**src/rtl/uart_pkg.sv**
```systemverilog
// Shared types and constants for the UART transmit path.
//   UART_DATA_WIDTH : default character width used by the TX and its feeder.
//   feeder_state_t  : frame-launch FSM states of uart_tx_feeder.
package uart_pkg;

    localparam int unsigned UART_DATA_WIDTH = 8;

    typedef enum logic [1:0] {
        IDLE = 2'd0,
        REQ  = 2'd1,
        BUSY = 2'd2,
        GAP  = 2'd3
    } feeder_state_t;

endpackage

```
**src/rtl/uart_sync_fifo.sv**
```systemverilog
// Small synchronous FIFO with show-ahead head output.
// Ports:
//   baud_clk, rst_n : clock, asynchronous active-low reset
//   push, pop       : write / read strobes (ignored when full / empty)
//   flush           : synchronous clear, overrides a simultaneous push or pop
//   din, dout       : write data, current head entry
//   level           : occupancy 0..DEPTH
//   empty, full     : occupancy flags
module uart_sync_fifo
    import uart_pkg::*;
#(
    parameter int unsigned DATA_WIDTH = UART_DATA_WIDTH,
    parameter int unsigned DEPTH      = 8
) (
    input  logic                     baud_clk,
    input  logic                     rst_n,
    input  logic                     push,
    input  logic                     pop,
    input  logic                     flush,
    input  logic [DATA_WIDTH-1:0]    din,
    output logic [DATA_WIDTH-1:0]    dout,
    output logic [$clog2(DEPTH):0]   level,
    output logic                     empty,
    output logic                     full
);

    localparam int unsigned AW = $clog2(DEPTH);
    localparam logic [AW:0] PTR_ONE = (AW+1)'(1);

    // Pointers carry an extra wrap bit so full and empty are distinguishable.
    logic [AW:0]           wr_ptr_q;
    logic [AW:0]           rd_ptr_q;
    logic [DATA_WIDTH-1:0] mem_q [DEPTH];

    logic do_push;
    logic do_pop;

    assign empty   = (wr_ptr_q == rd_ptr_q);
    assign full    = (wr_ptr_q[AW] != rd_ptr_q[AW]) && (wr_ptr_q[AW-1:0] == rd_ptr_q[AW-1:0]);
    assign level   = wr_ptr_q - rd_ptr_q;
    assign dout    = mem_q[rd_ptr_q[AW-1:0]];
    assign do_push = push && !full && !flush;
    assign do_pop  = pop && !empty && !flush;

    always_ff @(posedge baud_clk or negedge rst_n) begin
        if (!rst_n) begin
            wr_ptr_q <= '0;
            rd_ptr_q <= '0;
        end else if (flush) begin
            wr_ptr_q <= '0;
            rd_ptr_q <= '0;
        end else begin
            if (do_push) wr_ptr_q <= wr_ptr_q + PTR_ONE;
            if (do_pop)  rd_ptr_q <= rd_ptr_q + PTR_ONE;
        end
    end

    always_ff @(posedge baud_clk) begin
        if (do_push) mem_q[wr_ptr_q[AW-1:0]] <= din;
    end

endmodule

```
**src/rtl/uart_tx_feeder.sv**
```systemverilog
// Buffers producer bytes and launches them one frame at a time into the UART TX
// through its start / data_in / tx_busy handshake, with an optional idle gap.
// Ports:
//   baud_clk, rst_n     : bit-rate clock, asynchronous active-low reset
//   wr_valid, wr_data   : producer byte; accepted when wr_valid && wr_ready
//   wr_ready            : !full && !flush
//   flush               : synchronous FIFO clear (FSM and in-flight frame unaffected)
//   tx_start, tx_data   : to TX start / data_in
//   tx_busy             : from TX
//   level, empty, full  : FIFO occupancy
//   frame_done          : one-cycle pulse when a launched frame completes
module uart_tx_feeder
    import uart_pkg::*;
#(
    parameter int unsigned DATA_WIDTH = UART_DATA_WIDTH,
    parameter int unsigned DEPTH      = 8,
    parameter int unsigned GAP_BITS   = 0
) (
    input  logic                     baud_clk,
    input  logic                     rst_n,
    input  logic                     wr_valid,
    input  logic [DATA_WIDTH-1:0]    wr_data,
    output logic                     wr_ready,
    input  logic                     flush,
    output logic                     tx_start,
    output logic [DATA_WIDTH-1:0]    tx_data,
    input  logic                     tx_busy,
    output logic [$clog2(DEPTH):0]   level,
    output logic                     empty,
    output logic                     full,
    output logic                     frame_done
);

    localparam int unsigned GW = (GAP_BITS > 1) ? $clog2(GAP_BITS) : 1;
    localparam logic [GW-1:0] GAP_LAST = GW'((GAP_BITS > 0) ? GAP_BITS - 1 : 0);
    localparam logic [GW-1:0] GAP_ONE  = GW'(1);

    feeder_state_t         state_q;
    logic [GW-1:0]         gap_cnt_q;
    logic [DATA_WIDTH-1:0] fifo_dout;
    logic                  push;
    logic                  pop;

    assign wr_ready = !full && !flush;
    assign push     = wr_valid && wr_ready;
    // A flush discards a simultaneous pop, so no launch happens in that cycle either.
    assign pop      = (state_q == IDLE) && !empty && !flush;

    uart_sync_fifo #(
        .DATA_WIDTH (DATA_WIDTH),
        .DEPTH      (DEPTH)
    ) u_fifo (
        .baud_clk (baud_clk),
        .rst_n    (rst_n),
        .push     (push),
        .pop      (pop),
        .flush    (flush),
        .din      (wr_data),
        .dout     (fifo_dout),
        .level    (level),
        .empty    (empty),
        .full     (full)
    );

    always_ff @(posedge baud_clk or negedge rst_n) begin
        if (!rst_n) begin
            state_q    <= IDLE;
            gap_cnt_q  <= '0;
            tx_start   <= 1'b0;
            tx_data    <= '0;
            frame_done <= 1'b0;
        end else begin
            frame_done <= 1'b0;
            unique case (state_q)
                IDLE: begin
                    // tx_busy seen here comes from a foreign source and is ignored.
                    if (pop) begin
                        tx_data  <= fifo_dout;
                        tx_start <= 1'b1;
                        state_q  <= REQ;
                    end
                end
                REQ: begin
                    if (tx_busy) begin
                        tx_start <= 1'b0;
                        state_q  <= BUSY;
                    end
                end
                BUSY: begin
                    if (!tx_busy) begin
                        frame_done <= 1'b1;
                        if (GAP_BITS == 0) begin
                            state_q <= IDLE;
                        end else begin
                            gap_cnt_q <= '0;
                            state_q   <= GAP;
                        end
                    end
                end
                GAP: begin
                    gap_cnt_q <= gap_cnt_q + GAP_ONE;
                    if (gap_cnt_q == GAP_LAST) state_q <= IDLE;
                end
                default: state_q <= IDLE;
            endcase
        end
    end

endmodule

```
**config.mk**
```make
export PLATFORM = sky130hd
export DESIGN_NAME = uart_tx_feeder
export DESIGN_NICKNAME = d
export VERILOG_FILES = /design/src/rtl/uart_pkg.sv /design/src/rtl/uart_sync_fifo.sv /design/src/rtl/uart_tx_feeder.sv
export SDC_FILE = /design/constraint.sdc
export NUM_CORES = 1
export LEC_CHECK = 0
export BUFFER_PORTS_ARGS = -buffer_cell sky130_fd_sc_hd__buf_2
export CORE_MARGIN = 1
export CORE_UTILIZATION = 50
export DETAILED_ROUTE_END_ITERATION = 16
export GPL_TIMING_DRIVEN = 0
export MAX_ROUTING_LAYER = met4
export PLACE_DENSITY = 0.71
export SLEW_MARGIN = 30
export SYNTH_ARGS = -nofsm -noshare
export SYNTH_HDL_FRONTEND = slang
export SYNTH_SLANG_ARGS = --single-unit
```
**constraint.sdc**
```tcl
create_clock -name baud_clk -period 2.75 [get_ports baud_clk]
set_input_delay 0.275 -clock baud_clk [delete_from_list [all_inputs] [get_ports baud_clk]]
set_output_delay 0.275 -clock baud_clk [all_outputs]
set_load 0.05 [all_outputs]
```
==> results.md, run 1 <==
* Dpl hpwl at 4140 um
* Hold path startpoint: tx_busy
* Slew headroom at 66.3%
* Non-filler cells, final at 361
* Final WS setup at 158 ps
* CTS tree: yes
* WP data required at 2830 ps
* Synth Flop Type: edfxtp_1
* Crit end category: flip-flop
* # setup viols final at 0
* R2r startpoint: u_fifo.rd_ptr_q[1]
* Peak supply drop at 0.000396 V
* Setup CP Type: flip-flop to flip-flop
* Setup TNS at 0 ps
* Total power at 3.65 mW
* Final period utilization at 94.2%
* RSZ-0062 raised after global routing: false
* Fraction of layout cells with a size suffix above 1 at 32.5%
* Hold Crit Class: input port to flip-flop
* Die W at 85.7 um
* Via density at 5.39
* P_leak at 1.50 nW
* Total track usage at 19.9%
* DP Worst Slack at -556 ps
* Distinct cell type count after synthesis at 31
* Status: finished, final reports clean
* Core area at 6790 sq um
* Iteration-0 DRC Markers at 114
* Ports at 30
* Synthesis Warnings at 0
* Syn nets at 236
* Clock Tree Buf Depth at 2
* WL final at 6370 um
* Clock slew at reported path FFs at 90 ps
* Vias at 1947
* Initial antenna violation count at 0
* Most frequent cells in the layout: edfxtp_1, buf_2, dfrtp_1
* Net count, final at 279
* Vias in the first global route at 1906
* Syn Area/Cell at 16.1 sq um
* ANT cells at 0
* FF-to-FF End: u_fifo.mem_q[0][7]
* Post-Place Cells at 342
* Crit path max-delay family: simple AND/OR/NAND/NOR gates
* Worst clock skew at 10.3 ps
* R2R Setup Slk at 160 ps
* Critical-path cell list: buf_6 -> buf_4 -> inv_1 -> ha_1 -> nand3_2 -> o21ai_2 -> or3_4 -> nor3_4 -> buf_12
* Buf+Inv Stages, Crit Path at 4
* Final Cell Area at 4100 sq um
* Average wire per standard cell at 17.7 um
* Synth Instances at 217
* Most common cell after layout, fill and taps aside: edfxtp_1
* Clock sink count at 85
* Utilization after layout at 60.3%
* CP Data Arrival Time at 2670 ps
* Pwr/cell area at 890 nW/um^2
* Async SR Flop Fraction at 24.7%
* Die ar. at 7340 sq um
* Mapped Area at 3500 sq um
* Area delta synth->final at 17.0%
* Peak Freq at 0.386 GHz
* Largest net degree at the start of global routing at 22
* Worst path depth at 9
* Hold path depth at 2
* Root Buffer: clkbuf_8
* WHS Endpoint: frame_done
* First-pass detailed-route iteration total at 4
* Hold WS at 123 ps
* Clk_lat worst skew at 360 ps
* Min cycle time layout at 2590 ps
* IO Port Bufs at 29
* Cell Area, Placed at 3780 sq um
* CP max stage cell: dfrtp_1
* CTS H-tree depth at 3
* CTS buffer count at 9
* Number of max-slew violations in the final report at 0
* Slew @ Worst Pin at 506 ps
* Gp weighted congestion at 0.786
* Grt total ovfl at 0
* CP Launch Point: u_fifo.rd_ptr_q[1]
* First-pass GRT wire length at 10000 um
* FF+latch count, synth at 85
* CP peak stage delay at 430 ps
* Worst Path Max Fanout at 10
* Sequential area share after synthesis at 69.9%
* ANT nets after route at 0
* CP startpoint kind: flip-flop
* Max cap viols at 0
* Die height at 85.7 um
* EDFF count, synth at 64
* Fin. Hold Viols at 0
* Fill cells at 527
* DRC errors left at 0
* Rows at 30
* Register-to-Register Path Depth at 9
* Starting Density at 51.5%
-- logic make-up after synthesis --
group | count (synthesis) | synth area share, %
flip-flops | 85 | 69.9
AND/OR/NAND/NOR | 55 | 6.57
AO/OA/AOI/OAI | 23 | 4.36
buffers and inverters | 19 | 2.75
multiplexers | 19 | 11.1
XOR/XNOR | 10 | 2.93
adder cells (fa/ha/maj) | 6 | 2.36
-- repair_timing --
| action | in CTS | in global routing |
|---|---|---|
| resized for setup | 16 | 4 |
| setup buffers | 3 | 0 |
| endpoints found under the setup margin | 60 | 57 |
| pin swaps | 3 | 0 |
| endpoints found under the hold margin | 21 | 0 |
| hold buffers | 1 | 0 |
-- metal layers --
metal	global-route usage, %	up-vias	part of all wire [%]
met5	-	-	0
met4	8.33	0	1.7
met3	4.33	8	3.7
met2	30.0	49	48
met1	26.7	986	46
li1	-	904	-
-- cells in the mapped netlist (all sizes together) (2+ instances only) --
| cell type | instances | area, sq um |
|---|---|---|
| nor3 | 3 | 15.0 |
| a21oi | 3 | 15.0 |
| xnor2 | 6 | 60.1 |
| o21ai | 5 | 32.5 |
| xor2 | 4 | 42.6 |
| nand2 | 19 | 71.3 |
| dfrtp | 21 | 526 |
| or3 | 3 | 18.8 |
| buf | 6 | 47.5 |
| o211ai | 3 | 22.5 |
| clkbuf | 2 | 7.51 |
| ha | 5 | 62.6 |
| mux4 | 16 | 360 |
| mux2i | 3 | 30.0 |
| edfxtp | 64 | 1920 |
| nor2 | 25 | 93.8 |
| a21o | 2 | 15.0 |
| inv | 11 | 41.3 |
| a31oi | 8 | 50.1 |
| nand3 | 3 | 15.0 |
-- power by group --
part	leakage, nW	total [mW]	switching [mW]	internal [mW]
Clock	0.103	0.876	0.515	0.361
Combinational	0.562	1.20	0.791	0.413
Sequential	0.838	1.57	0.0737	1.50
Total	1.50	3.65	1.38	2.27
-- area by class of cell --
class	instances	area, sq um	share of cell area (%)
well taps	96	120	2.93
clock buffers	9	124	3.02
inverters	11	41.3	1.01
repair buffers	33	193	4.70
flip-flops and latches	85	2450	59.7
multi-input cells	113	1040	25.3
plain buffers	7	60.1	1.47
clock inverters	7	76.3	1.86
-- flip-flops by register name, summed over array words and instances (netlist names) --
register and count:
tx_start 1, state_q 2, u_fifo.rd_ptr_q 4, frame_done 1, u_fifo.mem_q 64, u_fifo.wr_ptr_q 4, tx_data 8, gap_cnt_q 1
-- worst register-to-register path: stages, from the launching register on --
cell,delay [ps]
dfrtp_1,430
buf_6,180
buf_4,210
inv_1,60
ha_1,320
nand3_2,190
o21ai_2,120
or3_4,420
nor3_4,230
buf_12,160
-- how the worst max path moves through the flow --
| stage | end |
|---|---|
| 2_1_floorplan | u_fifo.mem_q[1][0] |
| 3_3_place_gp | u_fifo.mem_q[1][6] |
| 3_5_place_dp | u_fifo.mem_q[5][1] |
| 4_1_cts | u_fifo.mem_q[2][2] |
| 5_1_grt | u_fifo.mem_q[0][0] |
| 6_report | u_fifo.mem_q[0][7] |
(Power assumes the default switching activity.)
==> run 2, diff against run 1 <==
--- a/config.mk
+++ b/config.mk
@@ -11,7 +11,7 @@
 export DETAILED_ROUTE_END_ITERATION = 16
 export GPL_TIMING_DRIVEN = 0
 export MAX_ROUTING_LAYER = met4
-export PLACE_DENSITY = 0.71
+export PLACE_DENSITY = 0.69
 export SLEW_MARGIN = 30
 export SYNTH_ARGS = -nofsm -noshare
 export SYNTH_HDL_FRONTEND = slang
==> constraint.sdc (replaced) <==
create_clock -name baud_clk -period 3.05 [get_ports baud_clk]
set_input_delay 0.305 -clock baud_clk [delete_from_list [all_inputs] [get_ports baud_clk]]
set_output_delay 0.305 -clock baud_clk [all_outputs]
set_load 0.05 [all_outputs]
==> run 2 against run 1 <==
Against the previous run: largest power group unchanged; setup slack worse by 3.2 ps; final area is 0.70% lower; first-iteration DRC count is 28% higher; sequential power is 9.6% lower; sequential cell count stayed put; critical path depth is 1 lower; combinational power is 10% lower; non-clock buffer count stayed put; count of clock-buffer cells in the layout is 3 higher; highest routed layer unchanged.
==> results.md, run 2 (same netlist as run 1, synthesis figures left out) <==
* WP data required at 3070 ps
* Iteration-0 DRC Markers at 146
* Total track usage at 18.9%
* Peak supply drop at 0.000341 V
* IO Port Bufs at 29
* Clk_lat worst skew at 350 ps
* Clock sink count at 85
* CP Data Arrival Time at 2910 ps
* CP max stage cell: or3_1
* # setup viols final at 0
* Post-Place Cells at 342
* WL final at 6230 um
* Pwr/cell area at 801 nW/um^2
* Largest net degree at the start of global routing at 22
* Core area at 6790 sq um
* Hold path startpoint: tx_busy
* Peak Freq at 0.345 GHz
* Max cap viols at 0
* Met1 GRT Util at 24.7%
* Root Buffer: clkbuf_8
* Net count, final at 279
* Slew headroom at 67.3%
* ANT nets after route at 0
* Hold Crit Class: input port to flip-flop
* CTS tree: yes
* Initial antenna violation count at 0
* Vias at 1924
* Gp weighted congestion at 0.713
* CP Launch Point: u_fifo.rd_ptr_q[1]
* CP peak stage delay at 500 ps
* Critical-path cell list: buf_2 -> clkbuf_4 -> inv_1 -> ha_1 -> nand3_2 -> o21ai_2 -> or3_1 -> nor2_4
* Min cycle time layout at 2890 ps
* Hold WS at 155 ps
* Grt total ovfl at 0
* Clock Tree Buf Depth at 2
* Dpl hpwl at 4190 um
* Final period utilization at 94.9%
* Average wire per standard cell at 17.3 um
* Number of max-slew violations in the final report at 0
* Die height at 85.7 um
* Fin. Hold Viols at 0
* Most common cell after layout, fill and taps aside: edfxtp_1
* Die ar. at 7340 sq um
* Most frequent cells in the layout: edfxtp_1, buf_2, dfrtp_1
* R2r startpoint: u_fifo.rd_ptr_q[1]
* ANT cells at 0
* Rows at 30
* GR Layer Usage met2 at 28.9%
* Non-filler cells, final at 361
* Via density at 5.33
* CP startpoint kind: flip-flop
* Starting Density at 51.5%
* Max reg flops at 64
* CTS H-tree depth at 3
* Ports at 30
* Status: finished, final reports clean
* Met3 GRT Util at 4.62%
* Area delta synth->final at 16.2%
* CTS buffer count at 9
* Fill cells at 511
* RSZ-0062 raised after global routing: false
* Setup CP Type: flip-flop to flip-flop
* Crit end category: flip-flop
* Global route hottest layer: met2
* Vias in the first global route at 1814
* Fraction of layout cells with a size suffix above 1 at 30.6%
* First-pass GRT wire length at 9580 um
* Slew @ Worst Pin at 490 ps
* DRC errors left at 0
* First-pass detailed-route iteration total at 4
* Die W at 85.7 um
* Worst Path Max Fanout at 10
* Clock slew at reported path FFs at 80 ps
* P_leak at 1.49 nW
* Worst clock skew at 9.30 ps
==> run 2: cell count changes in the layout (fill, tap and decap cells not counted), sizes merged <==
cell and delta:
buf -1, inv -4, clkbuf +4, clkinvlp +1
clkinv -1, bufinv +1
==> run 2: timing repair <==
| item | 4_1_cts | 5_1_grt |
|---|---|---|
| hold buffers | 1 | 0 |
| endpoints found under the hold margin | 21 | 0 |
| resized for setup | 10 | 4 |
| pin swaps | 1 | 1 |
| endpoints found under the setup margin | 56 | 56 |
| setup buffers | 2 | 1 |
==> run 2: critical path, delay by kind of cell, from the launching register on <==
kind | cells | cell delay (ps)
and+or+nand+nor | 3 | 1040
buffers and inverters | 3 | 680
DFF | 1 | 410
adders and majority gates | 1 | 320
AOI/OAI and AO/OA | 1 | 120
==> run 2: layout make-up <==
| type | instances | area (sq um) | share of cell area, % |
|---|---|---|---|
| sequential | 85 | 2450 | 60.1 |
| multi-input combinational | 113 | 1020 | 25.2 |
| timing repair buffer | 33 | 190 | 4.67 |
| clock buffer | 12 | 145 | 3.57 |
| tap | 96 | 120 | 2.95 |
| buffer | 7 | 53.8 | 1.32 |
| clock inverter | 4 | 47.5 | 1.17 |
| inverter | 11 | 41.3 | 1.01 |
==> run 2: power by group <==
group,leakage (nW),switching (mW),internal [mW]
combinational,0.557,0.716,0.361
sequential,0.838,0.0663,1.35
clock,0.0964,0.367,0.399
total,1.49,1.15,2.11
==> run 2: path summary, 6_finish.rpt <==
check                                     end  slack [ps]  cells after the start
max in group asynchronous  u_fifo.wr_ptr_q[2]        2260                      2
min reg2reg                          tx_start         480                      1
min                                frame_done         160                      2
min in group asynchronous           gap_cnt_q         440                      2
max                        u_fifo.mem_q[5][5]         160                      8
max reg2reg                u_fifo.mem_q[5][5]         160                      8
==> run 2: per-layer routing <==
metal	vias to the layer above	routed length [um]	part of all wire, %
met5	-	0	0
li1	898	-	-
met1	965	2710	43
met3	10	336	5.4
met4	0	94	1.5
met2	51	3090	50
==> run 2: per-stage QoR <==
stage	worst slack (ps)	setup TNS, ps	area [sq um]	power, mW	util, %
floorplan	199	0	3500	2.26	-
global placement	-623	-18070	3770	2.49	55.5
detailed placement	-272	-12180	3780	2.50	55.6
CTS	-55.0	-503	4040	3.27	59.4
global route	43.4	0	4070	3.40	59.9
finish	155	0	4070	3.26	59.9
==> run 3, diff against run 2 <==
--- a/config.mk
+++ b/config.mk
@@ -6,11 +6,10 @@
 export NUM_CORES = 1
 export LEC_CHECK = 0
 export BUFFER_PORTS_ARGS = -buffer_cell sky130_fd_sc_hd__buf_2
-export CORE_MARGIN = 1
+export CORE_MARGIN = 2
 export CORE_UTILIZATION = 50
 export DETAILED_ROUTE_END_ITERATION = 16
 export GPL_TIMING_DRIVEN = 0
-export MAX_ROUTING_LAYER = met4
 export PLACE_DENSITY = 0.69
 export SLEW_MARGIN = 30
 export SYNTH_ARGS = -nofsm -noshare
==> run 3 against run 2 <==
Against the previous run: first-iteration DRC count down 42%; final area up 0.95%; setup slack better by 37 ps; hold slack worse by 12 ps; sequential cell count unchanged; total power up 4.0%; critical path type unchanged; sequential share of layout area down 0.57 points; count of clock-buffer cells in the layout down 3; clock power up 18%.
==> results.md, run 3 (same netlist as run 1, synthesis figures left out) <==
* Vias at 1896
* Critical-path cell list: buf_2 -> clkbuf_4 -> inv_1 -> ha_1 -> nand3_2 -> o21ai_2 -> or3_1 -> nor3_4 -> buf_4
* Max cap viols at 0
* Worst clock skew at 10.3 ps
* Grt total ovfl at 0
* CP startpoint kind: flip-flop
* Largest net degree at the start of global routing at 22
* Setup CP Type: flip-flop to flip-flop
* Final period utilization at 93.7%
* Post-Place Cells at 342
* Vias in the first global route at 1873
* Setup TNS at 0 ps
* Root Buffer: clkbuf_8
* R2r startpoint: u_fifo.rd_ptr_q[1]
* First-pass detailed-route iteration total at 4
* Peak supply drop at 0.000341 V
* Hold Crit Class: input port to flip-flop
* Ports at 30
* Clock sink count at 85
* Via density at 5.22
* FF-to-FF End: u_fifo.mem_q[0][5]
* Initial antenna violation count at 0
* Fill cells at 531
* # setup viols final at 0
* DRC errors left at 0
* CTS H-tree depth at 3
* Area delta synth->final at 17.3%
* Peak Freq at 0.350 GHz
* Gp weighted congestion at 0.762
* Core area at 6790 sq um
* Register-to-Register Path Depth at 9
* Most common cell after layout, fill and taps aside: edfxtp_1
* Slew headroom at 64.8%
* CTS tree: yes
* Fin. Hold Viols at 0
* R2R Setup Slk at 190 ps
* Most frequent cells in the layout: edfxtp_1, buf_2, dfrtp_1
* Non-filler cells, final at 363
* ANT cells at 0
* CTS buffer count at 9
* Crit end category: flip-flop
* CP endpoint: u_fifo.mem_q[0][5]
* Utilization after layout at 60.5%
* Die height at 87.7 um
* CP Launch Point: u_fifo.rd_ptr_q[1]
* CP Data Arrival Time at 2920 ps
* Clk_lat worst skew at 350 ps
* Rows at 30
* Max reg flops at 64
* CP peak stage delay at 500 ps
* Fraction of layout cells with a size suffix above 1 at 31.8%
* ANT nets after route at 0
* Die W at 87.7 um
* Status: finished, final reports clean
* Final WS setup at 192 ps
* Clock slew at reported path FFs at 90 ps
* Number of max-slew violations in the final report at 0
* RSZ-0062 raised after global routing: false
* Die ar. at 7690 sq um
* Pwr/cell area at 825 nW/um^2
* Worst Path Max Fanout at 10
* DP Worst Slack at -334 ps
* Average wire per standard cell at 17.6 um
* Slew @ Worst Pin at 528 ps
* Iteration-0 DRC Markers at 85
* Clock Tree Buf Depth at 2
* Total power at 3.39 mW
* CP max stage cell: or3_1
* Total track usage at 18.5%
* WP data required at 3110 ps
* Min cycle time layout at 2860 ps
* Dpl hpwl at 4210 um
* Net count, final at 281
* First-pass GRT wire length at 9920 um
* WL final at 6380 um
* P_leak at 1.51 nW
* IO Port Bufs at 29
* Starting Density at 51.5%
run 3: cell types whose count changed in the layout (fill, tap and decap cells not counted), sizes merged:
cell    before  now
buf         37   39
bufinv       1    2
clkbuf      14   11
clkinv       2    1
inv         11   14
run 3: worst min path at each step:
stage / startpoint / to / cells past startpoint
final: tx_busy / frame_done / 2
after global routing: tx_busy / frame_done / 2
after CTS: tx_busy / frame_done / 2
after detailed placement: rst_n / gap_cnt_q / 1
after global placement: rst_n / gap_cnt_q / 1
after floorplan: rst_n / frame_done / 0
run 3: layout make-up:
cell class / instances / area (sq um) / area share (%)
buffer: 7 / 53.8 / 1.31
clock buffer: 9 / 124 / 3.02
multi-input combinational: 113 / 1020 / 24.9
tap: 96 / 120 / 2.92
sequential: 85 / 2450 / 59.6
timing repair buffer: 35 / 193 / 4.69
inverter: 11 / 41.3 / 1.01
clock inverter: 7 / 105 / 2.56
run 3: repair_timing:
| action | CTS | global route |
|---|---|---|
| endpoints found under the hold margin | 21 | 0 |
| endpoints found under the setup margin | 56 | 57 |
| hold buffers | 1 | 0 |
| pin swaps | 1 | 2 |
| buffers inserted | 5 | 0 |
| gates resized for setup | 10 | 4 |
| cloned | 0 | 0 |
run 3: through the flow:
step / hold slack (ps) / cell area [sq um]
5_1_grt: 132 / 4110
2_1_floorplan: 9.41 / 3500
6_report: 143 / 4110
4_1_cts: 134 / 4090
3_5_place_dp: 312 / 3780
3_3_place_gp: 302 / 3770
run 3: where the power goes:
part,internal (mW),switching (mW)
registers,1.35,0.0673
clock network,0.474,0.427
logic,0.359,0.713
total,2.18,1.21
run 3: worst max-delay path, delay by kind of cell (launching register included):
family	cells	cell delay (ps)
adder cells (fa/ha/maj)	1	320
buffers and inverters	4	860
flip-flops	1	400
AO/OA/AOI/OAI	1	110
AND/OR/NAND/NOR	3	870
run 3: layer usage:
layer	global-route usage, %	wire length (um)	up-vias
met5	0	0	-
met4	7.83	93	0
met3	4.34	256	9
met2	27.8	3020	42
met1	26.3	3000	949
li1	-	-	896
